$ cat src/rtl/tour_sequencer.sv
// Replays a solved knight's tour as cmd_proc commands: one vertical and one
// horizontal segment per move. UART commands pass through while the tour is idle.
module tour_sequencer #(
  parameter int LAST_MOVE = 23
) (
  input  logic        clk,
  input  logic        rst_n,
  input  logic        start_tour,
  input  logic [7:0]  move,
  output logic [4:0]  mv_indx,
  input  logic [15:0] cmd_UART,
  input  logic        cmd_rdy_UART,
  input  logic        clr_cmd_rdy,
  input  logic        send_resp,
  output logic [15:0] cmd,
  output logic        cmd_rdy,
  output logic [7:0]  resp,
  output logic        tour_busy
);

  typedef enum logic [2:0] {IDLE, VERT, VWAIT, HORZ, HWAIT} state_t;

  localparam logic [4:0] LAST   = 5'(LAST_MOVE);
  localparam logic [7:0] HEAD_N = 8'h00;
  localparam logic [7:0] HEAD_W = 8'h3F;
  localparam logic [7:0] HEAD_S = 8'h7F;
  localparam logic [7:0] HEAD_E = 8'hBF;

  state_t      state_q, state_d;
  logic [4:0]  idx_q, idx_d;
  logic        busy_q;
  logic [7:0]  resp_q;
  logic [3:0]  sqV, sqH, squares, opcode;
  logic [7:0]  headV, headH, heading;
  logic        isHorz;

  always_comb begin
    state_d = state_q;
    idx_d   = idx_q;
    case (state_q)
      IDLE:  if (start_tour) begin idx_d = 5'd0; state_d = VERT; end
      VERT:  if (clr_cmd_rdy) state_d = VWAIT;
      VWAIT: if (send_resp) state_d = HORZ;
      HORZ:  if (clr_cmd_rdy) state_d = HWAIT;
      HWAIT: if (send_resp) begin
        if (idx_q == LAST) state_d = IDLE;
        else begin
          idx_d   = idx_q + 5'd1;
          state_d = VERT;
        end
      end
      default: state_d = IDLE;
    endcase
  end

  // busy and resp are registered from the next state so they line up with state_q
  always_ff @(posedge clk) begin
    if (!rst_n) begin
      state_q <= IDLE;
      idx_q   <= 5'd0;
      busy_q  <= 1'b0;
      resp_q  <= 8'h5A;
    end else begin
      state_q <= state_d;
      idx_q   <= idx_d;
      busy_q  <= (state_d != IDLE);
      resp_q  <= ((state_d == IDLE) || (state_d == HWAIT && idx_d == LAST)) ? 8'h5A : 8'hA5;
    end
  end

  always_comb begin
    sqV = 4'd0; headV = HEAD_N;
    sqH = 4'd0; headH = HEAD_N;
    case (move)
      8'h01: begin sqV = 4'd2; headV = HEAD_N; sqH = 4'd1; headH = HEAD_E; end
      8'h02: begin sqV = 4'd2; headV = HEAD_N; sqH = 4'd1; headH = HEAD_W; end
      8'h04: begin sqV = 4'd1; headV = HEAD_N; sqH = 4'd2; headH = HEAD_W; end
      8'h08: begin sqV = 4'd1; headV = HEAD_S; sqH = 4'd2; headH = HEAD_W; end
      8'h10: begin sqV = 4'd2; headV = HEAD_S; sqH = 4'd1; headH = HEAD_W; end
      8'h20: begin sqV = 4'd2; headV = HEAD_S; sqH = 4'd1; headH = HEAD_E; end
      8'h40: begin sqV = 4'd1; headV = HEAD_S; sqH = 4'd2; headH = HEAD_E; end
      8'h80: begin sqV = 4'd1; headV = HEAD_N; sqH = 4'd2; headH = HEAD_E; end
      default: ;
    endcase
  end

  always_comb begin
    isHorz  = (state_q == HORZ) || (state_q == HWAIT);
    squares = isHorz ? sqH : sqV;
    heading = isHorz ? headH : headV;
    opcode  = (isHorz && idx_q == LAST) ? 4'b0101 : 4'b0100;
    if (state_q == IDLE) begin
      cmd     = cmd_UART;
      cmd_rdy = cmd_rdy_UART;
    end else begin
      cmd     = {opcode, heading, squares};
      cmd_rdy = (state_q == VERT) || (state_q == HORZ);
    end
  end

  assign mv_indx   = idx_q;
  assign resp      = resp_q;
  assign tour_busy = busy_q;

endmodule

$ cat config.mk
export PLATFORM = sky130hd
export DESIGN_NAME = tour_sequencer
export DESIGN_NICKNAME = d
export VERILOG_FILES = /design/src/rtl/tour_sequencer.sv
export SDC_FILE = /design/constraint.sdc
export NUM_CORES = 1
export LEC_CHECK = 0
export BUFFER_PORTS_ARGS = -buffer_cell sky130_fd_sc_hd__buf_2
export CAP_MARGIN = 20
export CORE_MARGIN = 5
export CORE_UTILIZATION = 46
export CTS_CLUSTER_DIAMETER = 80
export CTS_CLUSTER_SIZE = 25
export DETAILED_ROUTE_END_ITERATION = 8
export PLACE_DENSITY_LB_ADDON = 0.2
export SETUP_SLACK_MARGIN = 0.3
export SKIP_CTS_REPAIR_TIMING = 1
export SLEW_MARGIN = 20
export SYNTH_ARGS = -nofsm -noshare
export SYNTH_HDL_FRONTEND = slang
export SYNTH_SLANG_ARGS = --single-unit
$ cat constraint.sdc
create_clock -name clk -period 3.9 [get_ports clk]
set_clock_uncertainty 0.15 [all_clocks]
set_input_delay 0.78 -clock clk [delete_from_list [all_inputs] [get_ports clk]]
set_output_delay 0.78 -clock clk [all_outputs]
set_load 0.005 [all_outputs]
After elaboration in Yosys (flattened, before gate mapping)
Index checks and enable logic that the tools add are counted.
Word-level totals
  logic and storage cells: 54
  bits of input ports: 30
  bits in registers: 17
  output and inout bits: 31
Cells by class
  reduce and logical (&&, ||, !) cells: 13
  equality and inequality tests: 15
  mux-type cells: 21
  $add $sub $neg: 1
Operator list (number)
  OR reduction 4 bit: 5
  2-to-1 mux 16 bit: 1
  2-to-1 mux 8 bit: 2
  case mux 8 bit (2 select lines): 1
  2-to-1 mux 3 bit: 5
  2-to-1 mux 5 bit: 3
  case mux 3 bit (5 select lines): 1
  equality test 5 bit (second input constant): 2
  case mux 5 bit (2 select lines): 1
  equality test 8 x 1 -> 1 bit (second input constant): 1
  equality test 8 x 2 -> 1 bit (second input constant): 1
  equality test 8 x 3 -> 1 bit (second input constant): 1
  equality test 8 x 4 -> 1 bit (second input constant): 1
  equality test 8 x 5 -> 1 bit (second input constant): 1
  equality test 8 x 6 -> 1 bit (second input constant): 1
  equality test 8 x 7 -> 1 bit (second input constant): 1
  equality test 8 bit (second input constant): 1
  case mux 2 bit (2 select lines): 2
  2-to-1 mux 7 bit: 1
  equality test 3 x 2 -> 1 bit (second input constant): 2
  equality test 3 bit (second input constant): 2
  zero test 3 bit: 2
  adder 5 x 1 -> 5 bit (second input constant): 1
  2-to-1 mux 4 bit: 1
  5 further kinds: 10

Depth between registers and ports, before layout
Gate-level depths: netlist of the first run.
  depth in word-level cells: 8
  gate-level depth with buffers: 6
  depth with buffers taken out: 6

Worst setup path before layout of the first run
Ideal clock, no wire load.
  path type: input to output
  from: in move[6]
  to: out cmd[0]
  required time: 2970 ps
  data arrival time: 1887 ps
  cell stages on the path: 5
  setup slack: 1083 ps
  path buffers: 1
  cells stage by stage: buf_6 -> or4_4 -> or2_4 -> o22ai_1 -> or3_1
Between the ends
  cells in the longest elaborated chain, start to end: 5
  elaborated cells on any way between the ends: 14
  classes of those cells: 8 x eq/ne; 4 x mux; 2 x reduce/logical
RTL lines
  start, declared: RTL line 9  | input logic [7:0] move,
  equality test 8 bit, or another cell as far along: RTL line 74  | case (move)
  OR reduction 4 bit (no line)
  case mux 2 bit (2 select lines): RTL line 74
  2-to-1 mux 4 bit *: RTL line 89  | squares = isHorz ? sqH : sqV;
  2-to-1 mux 16 bit *: RTL line 92  | if (state_q == IDLE) begin
  end, declared: RTL line 15  | output logic [15:0] cmd,
Every way passes the cells marked *; elsewhere a longest branch is shown, timed or not.

Worst setup path after layout of the first run
  from: in move[0]
  to: out cmd[0]
Same word-level chain as after synthesis.

==> metrics.txt, run 1 <==
max layer used met3; Final Wtd Congestion 0.877; R2R Path End resp[5]; EDFF count, synth 0; Metal-1 WL 1190 µm; hold path depth 2; nets 226; Max Transition Viols Final 0; Fmax 331 MHz; #FFs+latches synth 11; worst slew margin relative to its limit 71.9%; yosys warns 0; final hold slack 0.417 ns; Non-Filler Instances 222; commonest cells after routing, fill and taps aside buf_2 (60), nand2_1 (26), dfxtp_1 (11); P_leak 0.655 nW; Final setup viols 0; PwrDens 250 mW/mm²; global route overflow 0; syn_area_per_cell 7.15 µm²; diodes inserted 0; Synth cell types 41; TritonCTS clock tree done; Root Driver clkbuf_4; core area 0.00215 mm²; dpl ws 0.868 ns; endpoint class of the critical path output port; Die X 57.0 µm; final critical path time including I/O delays and setup 3.02 ns; CP Class primary input to output port; CP Max Fanout 7; metal2 WL 1390 µm; IO buf count 60; row count 17; Worst EP arrival 2.09 ns; worst min-delay path category flip-flop to flip-flop; asr flop ratio synth 0%; Cell Area, Synth 0.00101 mm²; post-synthesis sequential area ratio 21.7%; HPWL Detailed 2280 µm; vias in the first global route 1179; largest area contributor in the netlist dfxtp_1; post-synth top area share 21.7%; post-DR wirelength/cell 12.5 µm; final hold vios 0; Via-to-Cell Ratio 5.31; final WL 2780 µm; most common cell after layout, fill and taps aside buf_2; Tot GR Track Use 17.2%; unrepaired setup endpoints after global routing false; CP Data Required Time 2.97 ns; status complete, no violations; htree depth 1; worst slew pin tran 0.422 ns; Clock Sinks 11; total power 0.325 mW; Hold Path Sink mv_indx[2]; final worst path period share 77.5%; reg2reg setup slack 2.02 ns; peak supply drop 0.162 mV; largest net degree at the start of global routing 15; Worst setup SP type primary input; Starting Density 47.2%; initial antenna violation count 0; Initial DRT Pass Iterations 4; placed insts 218; Clock transition at path regs 0.07 ns; ys flop type dfxtp_1; vias 1179; clk_lat worst skew 0.26 ns; Final WS setup 0.879 ns; drc violations 0; Reg-to-Reg Start mv_indx[0]; clock buffer count from CTS 3; maxcap violations 0; number of routed nets with antenna violations 0; clk buf depth 2; Hold Path Origin mv_indx[4]; I/O pin count 61; top cells by area, synth dfxtp_1 (22%), nand2_1 (9.6%), xor2_1 (6.0%); Die H 57.0 µm; metal3 WL 195 µm; ratio of cells with drive above 1 in the final layout 36.1%; Cells after Synth 142; Final TNS setup 0 ns; first-pass GRT wire length 4650 µm; die area 0.00325 mm²; Area Growth Syn to Fin 28.0%; Worst Reg-to-Reg Cells 6; DRT iter0 DRCs 30; Mapped Nets 173
-- report_power, final --
group	internal (mW)	switching [mW]
registers	0.119	0.00844
logic	0.0611	0.0618
clock network	0.0394	0.0354
total	0.219	0.106
-- synth_stat cells (2+ instances only) --
| cell type | n |
|---|---|
| a211oi_1 | 2 |
| a21oi_1 | 7 |
| and2_1 | 7 |
| buf_2 | 5 |
| buf_4 | 6 |
| dfxtp_1 | 11 |
| inv_1 | 6 |
| mux2i_1 | 2 |
| nand2_1 | 26 |
| nand2b_1 | 3 |
| nand3b_1 | 2 |
| nand4_1 | 2 |
| nor2_1 | 9 |
| nor4_1 | 2 |
| nor4b_1 | 5 |
| o21ai_0 | 10 |
| o22ai_1 | 5 |
| or3_1 | 2 |
| or4_1 | 2 |
| xor2_1 | 7 |
-- cells by family (layout without fill, tap and decap cells) --
logic type | after synthesis | in the layout | synth area share, %
and+or+nand+nor | 69 | 69 | 37.6
AOI/OAI and AO/OA | 31 | 31 | 18.9
buffers and inverters | 19 | 71 | 10.6
DFF | 11 | 11 | 21.7
xor gates and xnor gates | 8 | 8 | 6.91
muxes | 3 | 3 | 3.08
adders and majority gates | 1 | 1 | 1.23
-- routing by layer --
metal  up-vias  GRT usage (%)
li1        597              -
met1       532           19.6
met2        50           31.2
met3         0           3.85
met4         0           5.96
met5         -              0
-- sequential cells by signal, indices dropped and copies added (netlist names) --
signal	count
state_q	3
mv_indx	5
tour_busy	1
resp	2
-- final cells by class --
class	count	area (µm²)
fillers	212	850
multi-input cells	112	687
repair buffers	61	308
flip-flops and latches	11	220
well taps	28	35.0
clock buffers	4	26.3
inverters	6	22.5
-- how the worst max path moves through the flow --
stage,from,to
after floorplan,move[6],cmd[0]
final,move[0],cmd[0]
after detailed placement,move[0],cmd[0]
after CTS,move[0],cmd[0]
after global routing,move[4],cmd[5]
after global placement,move[2],cmd[0]
-- critical path, cell delays in order --
cell	delay (ns)
buf_2	0.13
or4_1	0.54
or2_1	0.28
o22ai_1	0.14
or3_1	0.12
buf_2	0.10
-- stage by stage --
stage,util [%],cell area (µm²)
2_1_floorplan,-,1010
3_3_place_gp,59.2,1270
3_5_place_dp,59.2,1270
4_1_cts,60.5,1300
5_1_grt,60.5,1300
6_report,60.5,1300
(Power assumes the default switching activity.)
==> inputs of run 2 (changes only) <==
--- a/config.mk
+++ b/config.mk
@@ -5,10 +5,11 @@
 export SDC_FILE = /design/constraint.sdc
 export NUM_CORES = 1
 export LEC_CHECK = 0
+export ABC_AREA = 1
 export BUFFER_PORTS_ARGS = -buffer_cell sky130_fd_sc_hd__buf_2
 export CAP_MARGIN = 20
 export CORE_MARGIN = 5
-export CORE_UTILIZATION = 46
+export CORE_UTILIZATION = 43
 export CTS_CLUSTER_DIAMETER = 80
 export CTS_CLUSTER_SIZE = 25
 export DETAILED_ROUTE_END_ITERATION = 8
==> constraint.sdc (replaced) <==
create_clock -name clk -period 3.05 [get_ports clk]
set_clock_uncertainty 0.15 [all_clocks]
set_input_delay 0.61 -clock clk [delete_from_list [all_inputs] [get_ports clk]]
set_output_delay 0.61 -clock clk [all_outputs]
set_load 0.005 [all_outputs]
==> metrics.txt, run 2 <==
status complete, no violations; CP Max Fanout 6; Crit path top cell by count nand3_1; syn_area_per_cell 5.68 µm²; Cells after Synth 184; clock buffer count from CTS 3; vias in the first global route 985; clk_lat worst skew 0.27 ns; #FFs+latches synth 11; number of routed nets with antenna violations 0; TritonCTS clock tree done; Worst setup SP type primary input; largest area contributor in the netlist dfxtp_1; Die H 59.3 µm; Tot GR Track Use 14.5%; final hold vios 0; Worst EP arrival 1.76 ns; top cells by area, synth dfxtp_1 (21%), nand2_1 (17%), nand3_1 (11%); worst slew margin relative to its limit 78.1%; ratio of cells with drive above 1 in the final layout 36.1%; row count 17; cell family with most CP delay simple AND/OR/NAND/NOR gates; largest net degree at the start of global routing 13; die area 0.00352 mm²; first-pass GRT wire length 3990 µm; Critical Path, Cell by Cell buf_2 > nor2_1 > inv_1 > nand3_1 > nand3_1 > o21ai_2 > nand3_1 > buf_2; Final Wtd Congestion 0.846; final WL 2660 µm; post-synthesis sequential area ratio 21.1%; Die X 59.3 µm; clk buf depth 2; share of power burned in registers 38.6%; nets 273; Clock Sinks 11; EDFF count, synth 0; switch share 34.4%; IO buf count 60; max reg flops 5; Starting Density 46.0%; peak supply drop 0.266 mV; diodes inserted 0; reg2reg setup slack 1.32 ns; CP max stage delay 0.28 ns; unrepaired setup endpoints after global routing false; post-DR wirelength/cell 9.90 µm; DRT iter0 DRCs 39; Commonest cells post-synth nand2_1 (47), inv_1 (25), nor2_1 (25); Cell Area, Synth 0.00105 mm²; worst slew pin tran 0.328 ns; global route overflow 0; post-synth top area share 21.1%; core area 0.00228 mm²; endpoint class of the critical path output port; htree depth 1; CP Class primary input to output port; CP Data Required Time 2.29 ns; most common cell after layout, fill and taps aside buf_2; Via-to-Cell Ratio 4.78; initial antenna violation count 0; commonest cells after routing, fill and taps aside buf_2 (60), nand2_1 (47), inv_1 (25), nor2_1 (25), nand3_1 (23); fillcell total 220; Final TNS setup 0 ns; HPWL Detailed 2280 µm; worst min-delay path category primary input to flip-flop; ys flop type dfxtp_1; Final setup viols 0; maxcap violations 0; P_leak 0.814 nW; Max Transition Viols Final 0; most numerous cell in the Yosys netlist nand2_1; drc violations 0; logic gate share of total power 36.9%; Clock transition at path regs 0.07 ns; Area Growth Syn to Fin 29.7%; Final WS setup 0.534 ns; Int Power 0.270 mW; Synth cell types 23; vias 1286; Root Driver clkbuf_4; placed cell area 0.00133 mm²; final worst path period share 82.5%; CP Buf/Inv Count 3; slowest stage cell, crit path o21ai_2; dpl ws 0.527 ns; Mapped Nets 215; final critical path time including I/O delays and setup 2.52 ns; fin area 0.00136 mm²; Net Switching 0.142 mW; power share of the clock group 24.4%; PwrDens 304 mW/mm²; I/O pin count 61; Initial DRT Pass Iterations 4; Fmax 397 MHz; yosys warns 0; asr flop ratio synth 0%
## run 2: cell types whose count changed in the layout (fill, tap and decap cells not counted), sizes merged, moves of 3 or more
cell    change
nand2b      -3
nor2       +20
a211oi      -3
nand4       +4
nor4b       -5
nand2      +27
or4         -3
and2        -7
xor2        -7
inv        +26
o22ai       -5
nand3      +24
## run 2: area by class of cell
| class | instances | area [µm²] | area share (%) |
|---|---|---|---|
| clock inverter | 1 | 5.00 | 0.369 |
| timing repair buffer | 60 | 300 | 22.1 |
| tap | 28 | 35.0 | 2.58 |
| multi-input combinational | 134 | 653 | 48.2 |
| sequential | 11 | 220 | 16.2 |
| inverter | 32 | 120 | 8.86 |
| clock buffer | 3 | 22.5 | 1.66 |
## run 2: cells by family after synthesis
| kind of cell | count (synthesis) | synth area share, % |
|---|---|---|
| AO/OA/AOI/OAI | 15 | 8.97 |
| flip-flops | 11 | 21.1 |
| buffers and inverters | 39 | 16.5 |
| AND/OR/NAND/NOR | 118 | 52.3 |
| adder cells (fa/ha/maj) | 1 | 1.20 |
## run 2: stage by stage
step | hold slack, ns | total power, mW | std cells | util (%)
detailed placement | 0.435 | 0.317 | 265 | 58.4
floorplan | 0.410 | 0.258 | 184 | -
finish | 0.436 | 0.412 | 269 | 59.6
global route | 0.435 | 0.446 | 269 | 59.6
global placement | 0.434 | 0.316 | 265 | 58.4
CTS | 0.426 | 0.420 | 269 | 59.6
## run 2: per-layer routing
layer  track usage [%]  wire (µm)
met5                 0          0
met4              2.91         24
met3              4.79        199
met2              24.2       1270
met1              18.0       1170
## run 2: worst reg2reg max path: stages, from the launching register on
cell and delay [ns]:
dfxtp_1 0.40, ha_1 0.22, nand2_1 0.06, inv_1 0.08
nand2_2 0.09, nand2_2 0.10, nand2_1 0.06, nor3_2 0.18
nand2_1 0.08, nand2_1 0.07, nand2_2 0.06, nand2_2 0.07
inv_2 0.03
## run 2: power groups by stage
stage          Combinational [mW]  Clock (mW)  Sequential, mW
2_1_floorplan              0.0947           0           0.163
3_3_place_gp                0.154           0           0.163
3_5_place_dp                0.155           0           0.163
4_1_cts                     0.155       0.106           0.159
5_1_grt                     0.171       0.114           0.161
6_report                    0.152       0.101           0.159
## run 2: path summary, 6_finish.rpt
| path | from | endpoint | cells past startpoint |
|---|---|---|---|
| min | rst_n | tour_busy | 3 |
| min reg2reg | mv_indx[1] | mv_indx[1] | 4 |
| max reg2reg | mv_indx[0] | resp[5] | 12 |
| max | move[6] | cmd[5] | 8 |
